<file path="src/rtl/irq_controller.sv">
// irq_controller: edge-latched, masked, fixed-priority interrupt controller with ack/done handshake
module irq_controller #(
  parameter int NUM_SRC = 4,
  parameter int ID_W    = $clog2(NUM_SRC)
) (
  input  logic               clk,
  input  logic               rst,
  input  logic [NUM_SRC-1:0] irq_src,
  output logic               interupt,
  input  logic               intr_ack,
  input  logic               intr_done,
  output logic [ID_W-1:0]    intr_id,
  input  logic               cfg_we,
  input  logic [1:0]         cfg_addr,
  input  logic [31:0]        cfg_wdata,
  output logic [31:0]        cfg_rdata
);
  typedef enum logic [1:0] {IDLE = 2'd0, REQ = 2'd1, SERVICE = 2'd2} state_t;
  state_t state, state_d;
  logic [NUM_SRC-1:0] src_q, pending, enable, eligible, claim, set_m, clr_m, wmask;
  logic [ID_W-1:0] winner;
  logic [31:0] status;
  logic unused_wdata;
  assign unused_wdata = ^cfg_wdata;
  assign wmask    = cfg_wdata[NUM_SRC-1:0];
  assign eligible = pending & enable;
  assign set_m    = (irq_src & ~src_q) | ((cfg_we && cfg_addr == 2'd3) ? wmask : '0);
  assign clr_m    = (cfg_we && cfg_addr == 2'd1) ? wmask : '0;
  // claim is taken from eligible as it stood before any same-cycle write
  assign claim    = (state == REQ && intr_ack) ? ((NUM_SRC'(1) << winner) & eligible) : '0;
  always_comb begin
    winner = '0;
    for (int i = NUM_SRC - 1; i >= 0; i--)
      if (eligible[i]) winner = ID_W'(i);
  end
  always_comb begin
    state_d = state;
    if (state == IDLE && eligible != '0) state_d = REQ;
    else if (state == REQ) state_d = intr_ack ? SERVICE : (eligible == '0 ? IDLE : REQ);
    else if (state == SERVICE && intr_done) state_d = IDLE;
  end
  always_comb begin
    status = {28'b0, state, 2'b0};
    status[ID_W-1:0] = intr_id;
    cfg_rdata = cfg_addr == 2'd0 ? 32'(enable) :
                cfg_addr == 2'd1 ? 32'(pending) :
                cfg_addr == 2'd2 ? status : '0;
  end
  always_ff @(posedge clk or negedge rst) begin
    if (!rst) begin
      state    <= IDLE;
      interupt <= 1'b0;
      intr_id  <= '0;
      enable   <= '0;
      pending  <= '0;
      src_q    <= '0;
    end else begin
      src_q    <= irq_src;
      pending  <= (pending & ~clr_m & ~claim) | set_m;
      state    <= state_d;
      interupt <= state_d == REQ;
      if (cfg_we && cfg_addr == 2'd0) enable <= wmask;
      if (state == REQ && intr_ack) intr_id <= winner;
    end
  end
endmodule

</file>
<file path="config.mk">
export PLATFORM = sky130hd
export DESIGN_NAME = irq_controller
export DESIGN_NICKNAME = d
export VERILOG_FILES = /design/src/rtl/irq_controller.sv
export SDC_FILE = /design/constraint.sdc
export NUM_CORES = 1
export LEC_CHECK = 0
export CAP_MARGIN = 10
export CORE_UTILIZATION = 37
export CTS_BUF_LIST = sky130_fd_sc_hd__clkbuf_2 sky130_fd_sc_hd__clkbuf_4 sky130_fd_sc_hd__clkbuf_8
export CTS_CLUSTER_SIZE = 24
export DETAILED_ROUTE_END_ITERATION = 12
export PLACE_DENSITY = 0.87
export SLEW_MARGIN = 20
export SYNTH_ARGS = -nofsm -noshare
export SYNTH_HDL_FRONTEND = slang
export SYNTH_SLANG_ARGS = --single-unit
</file>
<file path="constraint.sdc">
create_clock -name clk -period 3.6 [get_ports clk]
set_clock_uncertainty 0.05 [all_clocks]
set_input_delay 0.54 -clock clk [delete_from_list [all_inputs] [get_ports clk]]
set_output_delay 0.54 -clock clk [all_outputs]
set_load 0.05 [all_outputs]
</file>
; Word level (Yosys, flattened, before mapping)
; Cells that the tools add are included.
[op_classes]
n_reduce_logical = 10
eq_ne = 6
n_mux = 15
bitwise = 10
shift = 1
[op_table]
columns = operator, n
row1 = $mux 4, 6
row2 = $and 4x4->4, 5
row3 = $mux 2, 8
row4 = $not 4->4, 3
row5 = $or 4x4->4, 2
row6 = $eq 2x1->1 const B, 3
row7 = $eq 2x2->1 const B, 3
row8 = $logic_and 1x1->1, 6
row9 = $logic_not 2->1, 2
row10 = $logic_not 4->1, 1
row11 = $reduce_bool 4->1, 1
row12 = $shl 1x2->4 const A, 1
row13 = $mux 1, 1
[totals]
regBits = 17
out_inout_bits = 35

; Logic depth before layout (Yosys ltp)
; Gate-level depths: netlist (run 1).
[depth]
depth_word = 11
depth_mapped = 4
ltp_nobuf = 3

; Worst setup path before layout (run 1)
; No wires, ideal clock.
[synth_timing]
path_type = input -> output
from = input port cfg_addr[0]
to = output port cfg_rdata[0]
cell_stages = 3
path_buffers = 1
t_required_ns = 3.010
setup_slack_ns = 1.100
arrival_ns = 1.910
cell_sequence = buf_2 -> mux2i_1 -> o21ai_0
[synth_between]
elab_chain_cells = 4
[synth_lines]
columns = item, line_no
row1 = "start, declared", 14  ; input logic [1:0] cfg_addr,
row2 = $eq 2x2->1, 47  ; cfg_addr == 2'd2 ? status : '0;
row3 = $mux 4, 47
row4 = $mux 4, 46  ; cfg_addr == 2'd1 ? 32'(pending) :
row5 = $mux 4 (*), 45  ; cfg_rdata = cfg_addr == 2'd0 ? 32'(enable) :
row6 = "end, declared", 16  ; output logic [31:0] cfg_rdata
; Mark *: on every way between the ends. The rest lies on a longest branch, timed or not.

; Final worst setup path (run 1)
; Same ends and word-level chain as after synthesis.

==> metrics, run 1 <==
status finished clean; CP top delay family buffers and inverters; number of design rule violations left after detail routing 0; CP dominant cell by count clkdlybuf4s50_1; TritonCTS clock tree built; core footprint 2570 sq um; syn_area_per_cell 9.75 sq um; DIE HEIGHT 54.9 um; RSZ-0062 raised after global routing no; storage element area 425 sq um; H-Tree Level Count 1; VDD IR-drop max 0.299 mV; Final Instance Area 1200 sq um; worst-path cell chain clkdlybuf4s50_1 > nor2b_1 > nand2_1 > o21ai_0 > clkdlybuf4s50_1; Clock Latency Late Sink 0.29 ns; Worst Path Class, Setup in -> out; compound-gate portion of the synthesized area 0.155; clock transition at the registers of the reported paths 0.10 ns; worst stage delay on the critical path 0.86 ns; Top FF cell, synth dfrtp_1; number of vias per cell after detailed routing 4.70; leading post-synthesis cells by instance count buf_4 (28), dfrtp_1 (17), nand2_1 (11); die area 3010 sq um; worst path buffer plus inverter count 2; leak pwr 0.547 nW; Hold Fails Final Rpt 0; remaining max-slew budget at the tightest pin 0.494; critical path launch point type primary input; Max Root-Sink Buffers 2; number of synthesized register bits 17; most area-consuming cells after synthesis dfrtp_1 (41%), buf_4 (20%), o21ai_0 (4.8%); hold crit path type reg -> reg; final critical path time including I/O delays and setup 3.12 ns; I/O Buffers 21; average wire length per cell after detail routing 11.9 um; type of element capturing the critical path output pin; combined area of the multi-input logic cells 487 sq um; Sink Count 17; number of global-route vias before repair 703; Detailed Place HPWL 1500 um; synthesis-to-layout area growth 15.9%; post-synth top area share 0.412; fraction of layout cells with a size suffix above 1 0.0775; number of distinct library cells after synthesis 27; synthesized cell area 1030 sq um; Post-Synth Adder-Cell Area 0; xor and xnor area share after synthesis 0; number of DRC markers after the initial detailed-route iteration 12; antenna violation net count after detailed routing 0; nets 173; number of gates given a new drive strength after cts 0; actual slew at the worst max-slew pin 0.756 ns; drt total wl 1890 um; required time of the critical path 3.01 ns; max-slew violation count 0; leading cell type by number of instances after synthesis buf_4; total CTS buffers 3; Post-synth EDFFs 0; critical path peak fanout 8; mux contribution to synthesized area 0.0714; filler cell count 257; die span in x 54.9 um; setup TNS 0 ns; standard-cell rows 18; Cell Area, Placed 1170 sq um; initial antenna violation count 0; number of setup violations in the final report 0; CTS Hold Buffers Added 0; top cell type by total area after synthesis dfrtp_1; TritonRoute pass-1 iters 4; yosys warns 0; final weighted congestion in routability-driven placement 0.853; post-synthesis async set-or-reset flop share 1.00; via count 748; post-synthesis cell count 106; pin count of the biggest net entering global routing 18; main combinational cell family by area after synthesis buffers and inverters; simple-gate portion of the synthesized area 0.143; max-cap viol count 0; gr ovfl total 0; antenna diode instance count 0; Initial Util 0.403; I/O pin count 78; Clock Root Buffer clkbuf_4; upper clock frequency limit 0.320 GHz; fraction of the cycle the final worst path needs 0.868; Critical Path Slowest Stage Cell clkdlybuf4s50_1; power density over the cells 612 nW/um^2; crit path DAT 2.53 ns; global-route wire length before repair 3150 um; post-synthesis sequential area ratio 0.412; Setup Fix Bufs, Post-CTS 0; gr usage total 0.154
routing by layer:
metal  vias to the layer above  GRT usage  part of all wire
li1                        359          -                 -
met1                       343      0.199              0.44
met2                        42      0.233              0.47
met3                         4     0.0389             0.070
met4                         0     0.0855             0.013
met5                         -          0                 0
layout make-up:
type                    instances  share of cell area
clock buffers                   4              0.0251
inverters                       2             0.00627
multi-input cells              85               0.406
flip-flops and latches         17               0.355
well taps                      30              0.0313
repair buffers                 21               0.176
worst paths after layout:
kind | startpoint | to | slack (ns) | cells after the start
worst max register to register | pending[0]$_DFF_PN0_ | pending[3]$_DFF_PN0_ | 1.93 | 3
worst min register to register | intr_id[0]$_DFFE_PN0P_ | intr_id[0]$_DFFE_PN0P_ | 0.51 | 1
min in group asynchronous | rst | src_q[3]$_DFF_PN0_ | 0.63 | 1
worst min-delay path | intr_id[0]$_DFFE_PN0P_ | intr_id[0]$_DFFE_PN0P_ | 0.51 | 1
max in group asynchronous | rst | interupt$_DFF_PN0_ | 2.39 | 1
worst max-delay path | cfg_addr[0] | cfg_rdata[0] | 0.48 | 5
registers in the layout, summed over array words and instances, names as in the netlist:
register  flops
src_q         4
enable        4
interupt      1
intr_id       2
pending       4
state         2
cells by family (layout without fill, tap and decap cells):
group	count (synthesis)	count (layout)
compound gates	23	23
buf+inv	31	27
flops	17	17
mux	7	7
other cells	1	28
simple gates	27	27
metrics by stage:
stage,std cells,hold WS [ns],setup slack (ns),util,power (mW)
2_1_floorplan,133,0.194,1.10,-,0.548
3_3_place_gp,155,0.472,0.569,0.455,0.614
3_5_place_dp,155,0.485,0.523,0.455,0.624
4_1_cts,159,0.508,0.515,0.466,0.737
5_1_grt,159,0.531,0.397,0.466,0.782
6_report,159,0.507,0.476,0.466,0.733
worst reg2reg max path, delay by kind of cell, from the launching register on:
kind | cells | cell delay [ns]
flip-flops | 1 | 0.44
AO/OA/AOI/OAI | 2 | 0.58
AND/OR/NAND/NOR | 1 | 0.50
cells in the final DEF, fill, tap and decap left out, drive strengths merged, types with 2 or more instances in the layout:
master          n
a21boi          2
a21oi           2
a221o           3
a22o            3
and3b           2
clkbuf          4
clkdlybuf4s50  21
conb           28
dfrtp          17
inv             2
mux2            3
mux2i           4
nand2          11
nor2            2
nor2b           5
o21ai          10
power by group:
part / leakage, nW / switching [mW] / internal [mW] / total, mW
sequential: 0.196 / 0.0493 / 0.237 / 0.287
combinational: 0.332 / 0.224 / 0.113 / 0.337
clock: 0.0184 / 0.0589 / 0.0507 / 0.110
Note: power is estimated with default switching activity, not from simulation.
==> run 2: changes to the inputs <==
Settings changed: CORE_MARGIN from default to 8.
==> metrics, run 2 (same netlist as run 1, synthesis figures left out) <==
gr ovfl total 0 (unchanged); Clock Latency Late Sink 0.29 ns (about the same); pin count of the biggest net entering global routing 18 (unchanged); CTS Hold Buffers Added 0 (unchanged); number of vias per cell after detailed routing 4.76 (+1.1%); I/O pin count 78 (unchanged); Max Root-Sink Buffers 2 (unchanged); die span in x 68.9 um (+26%); antenna diode instance count 0 (unchanged); TritonCTS clock tree built; power density over the cells 611 nW/um^2 (-0.17%); Worst Path Class, Setup in -> out; final weighted congestion in routability-driven placement 0.861 (+0.93%); most common cell after layout, fill and taps aside conb_1; filler cell count 276 (+7.4%); number of design rule violations left after detail routing 0 (unchanged); crit path DAT 2.51 ns (-0.02 ns); H-Tree Level Count 1 (unchanged); biggest regs enable: 4 flops, pending: 4 flops, src_q: 4 flops; max-slew violation count 0 (unchanged); Setup Fix Bufs, Post-CTS 0 (unchanged); initial antenna violation count 0 (unchanged); worst slack, placed 0.502 ns (-0.0205 ns); upper clock frequency limit 0.322 GHz (+0.67%); Sink Count 17 (unchanged); antenna violation net count after detailed routing 0 (unchanged); VDD IR-drop max 0.310 mV (+3.6%); die area 4740 sq um (+58%); number of setup violations in the final report 0 (unchanged); highest-count cells in the layout ignoring fill and taps conb_1 (28), clkdlybuf4s50_1 (21), dfrtp_1 (17); status finished clean; max-cap viol count 0 (unchanged); via count 761 (+1.7%); critical path peak fanout 8 (unchanged); type of element capturing the critical path output pin; total CTS buffers 3 (unchanged); nets 173 (unchanged); standard-cell rows 19 (+1); critical path launch point type primary input; remaining max-slew budget at the tightest pin 0.508 (+0.0137); Clock Root Buffer clkbuf_4; fraction of the cycle the final worst path needs 0.862 (-0.00574); slack of the critical path 0.497 ns (+0.0207 ns); I/O Buffers 21 (unchanged); number of DRC markers after the initial detailed-route iteration 46 (+34); leak pwr 0.547 nW (unchanged); number of global-route vias before repair 731 (+4.0%); TritonRoute pass-1 iters 4 (unchanged); Initial Util 0.381 (-0.0212); final critical path time including I/O delays and setup 3.10 ns (-0.0207 ns); gr usage total 0.0938 (-0.0606); setup TNS 0 ns (unchanged); storage element area 425 sq um (unchanged); RSZ-0062 raised after global routing no; fraction of layout cells with a size suffix above 1 0.0775 (unchanged); actual slew at the worst max-slew pin 0.736 ns (-0.0205 ns); synthesis-to-layout area growth 16.0%; combined area of the multi-input logic cells 487 sq um (unchanged); Hold Fails Final Rpt 0 (unchanged); hold crit path type reg -> reg; number of gates given a new drive strength after cts 0 (unchanged); global-route wire length before repair 3250 um (+3.3%); Detailed Place HPWL 1820 um (+21%); clock transition at the registers of the reported paths 0.09 ns (about the same); required time of the critical path 3.01 ns (about the same); core footprint 2710 sq um (+5.6%); average wire length per cell after detail routing 13.8 um (+16%); DIE HEIGHT 68.9 um (+26%); drt total wl 2200 um (+17%)
run 2: per-layer routing:
layer,global-route usage,vias to the layer above,wire [um]
met3,0.0275,7,226
met4,0.0602,0,59
met5,0,-,0
li1,-,358,-
met2,0.145,35,1020
met1,0.111,361,892
run 2: power breakdown:
group | internal [mW] | total (mW) | switching (mW)
logic | 0.114 | 0.341 | 0.227
clock network | 0.0506 | 0.108 | 0.0574
registers | 0.237 | 0.284 | 0.0464
run 2: per-stage QoR:
stage,total power [mW],hold slack (ns),cells,utilization,cell area (sq um)
after floorplan,0.548,0.194,133,-,1130
after global placement,0.616,0.461,156,0.431,1170
after detailed placement,0.628,0.499,156,0.431,1170
after CTS,0.736,0.520,160,0.442,1200
after global routing,0.777,0.538,160,0.442,1200
final,0.733,0.514,160,0.442,1200
run 2: worst max-delay path, stage by stage:
cell and delay, ns:
clkdlybuf4s50_1 0.60, nor2b_1 0.31, nand2_1 0.10, o21ai_0 0.11, clkdlybuf4s50_1 0.85
run 2: layout make-up:
| cell class | instances | share of cell area |
|---|---|---|
| multi-input cells | 85 | 0.406 |
| flip-flops and latches | 17 | 0.355 |
| repair buffers | 21 | 0.175 |
| well taps | 31 | 0.0324 |
| clock buffers | 4 | 0.0251 |
| inverters | 2 | 0.00626 |
run 2: worst paths after layout:
| kind | from | end | slack (ns) | depth (start not counted) |
|---|---|---|---|---|
| max reg2reg | pending[0]$_DFF_PN0_ | pending[3]$_DFF_PN0_ | 1.91 | 3 |
| min in group asynchronous | rst | enable[3]$_DFFE_PN0P_ | 0.63 | 1 |
| max in group asynchronous | rst | state[0]$_DFF_PN0_ | 2.41 | 1 |
| min reg2reg | intr_id[1]$_DFFE_PN0P_ | intr_id[1]$_DFFE_PN0P_ | 0.51 | 1 |
| max | cfg_addr[0] | cfg_rdata[1] | 0.50 | 5 |
| min | intr_id[1]$_DFFE_PN0P_ | intr_id[1]$_DFFE_PN0P_ | 0.51 | 1 |
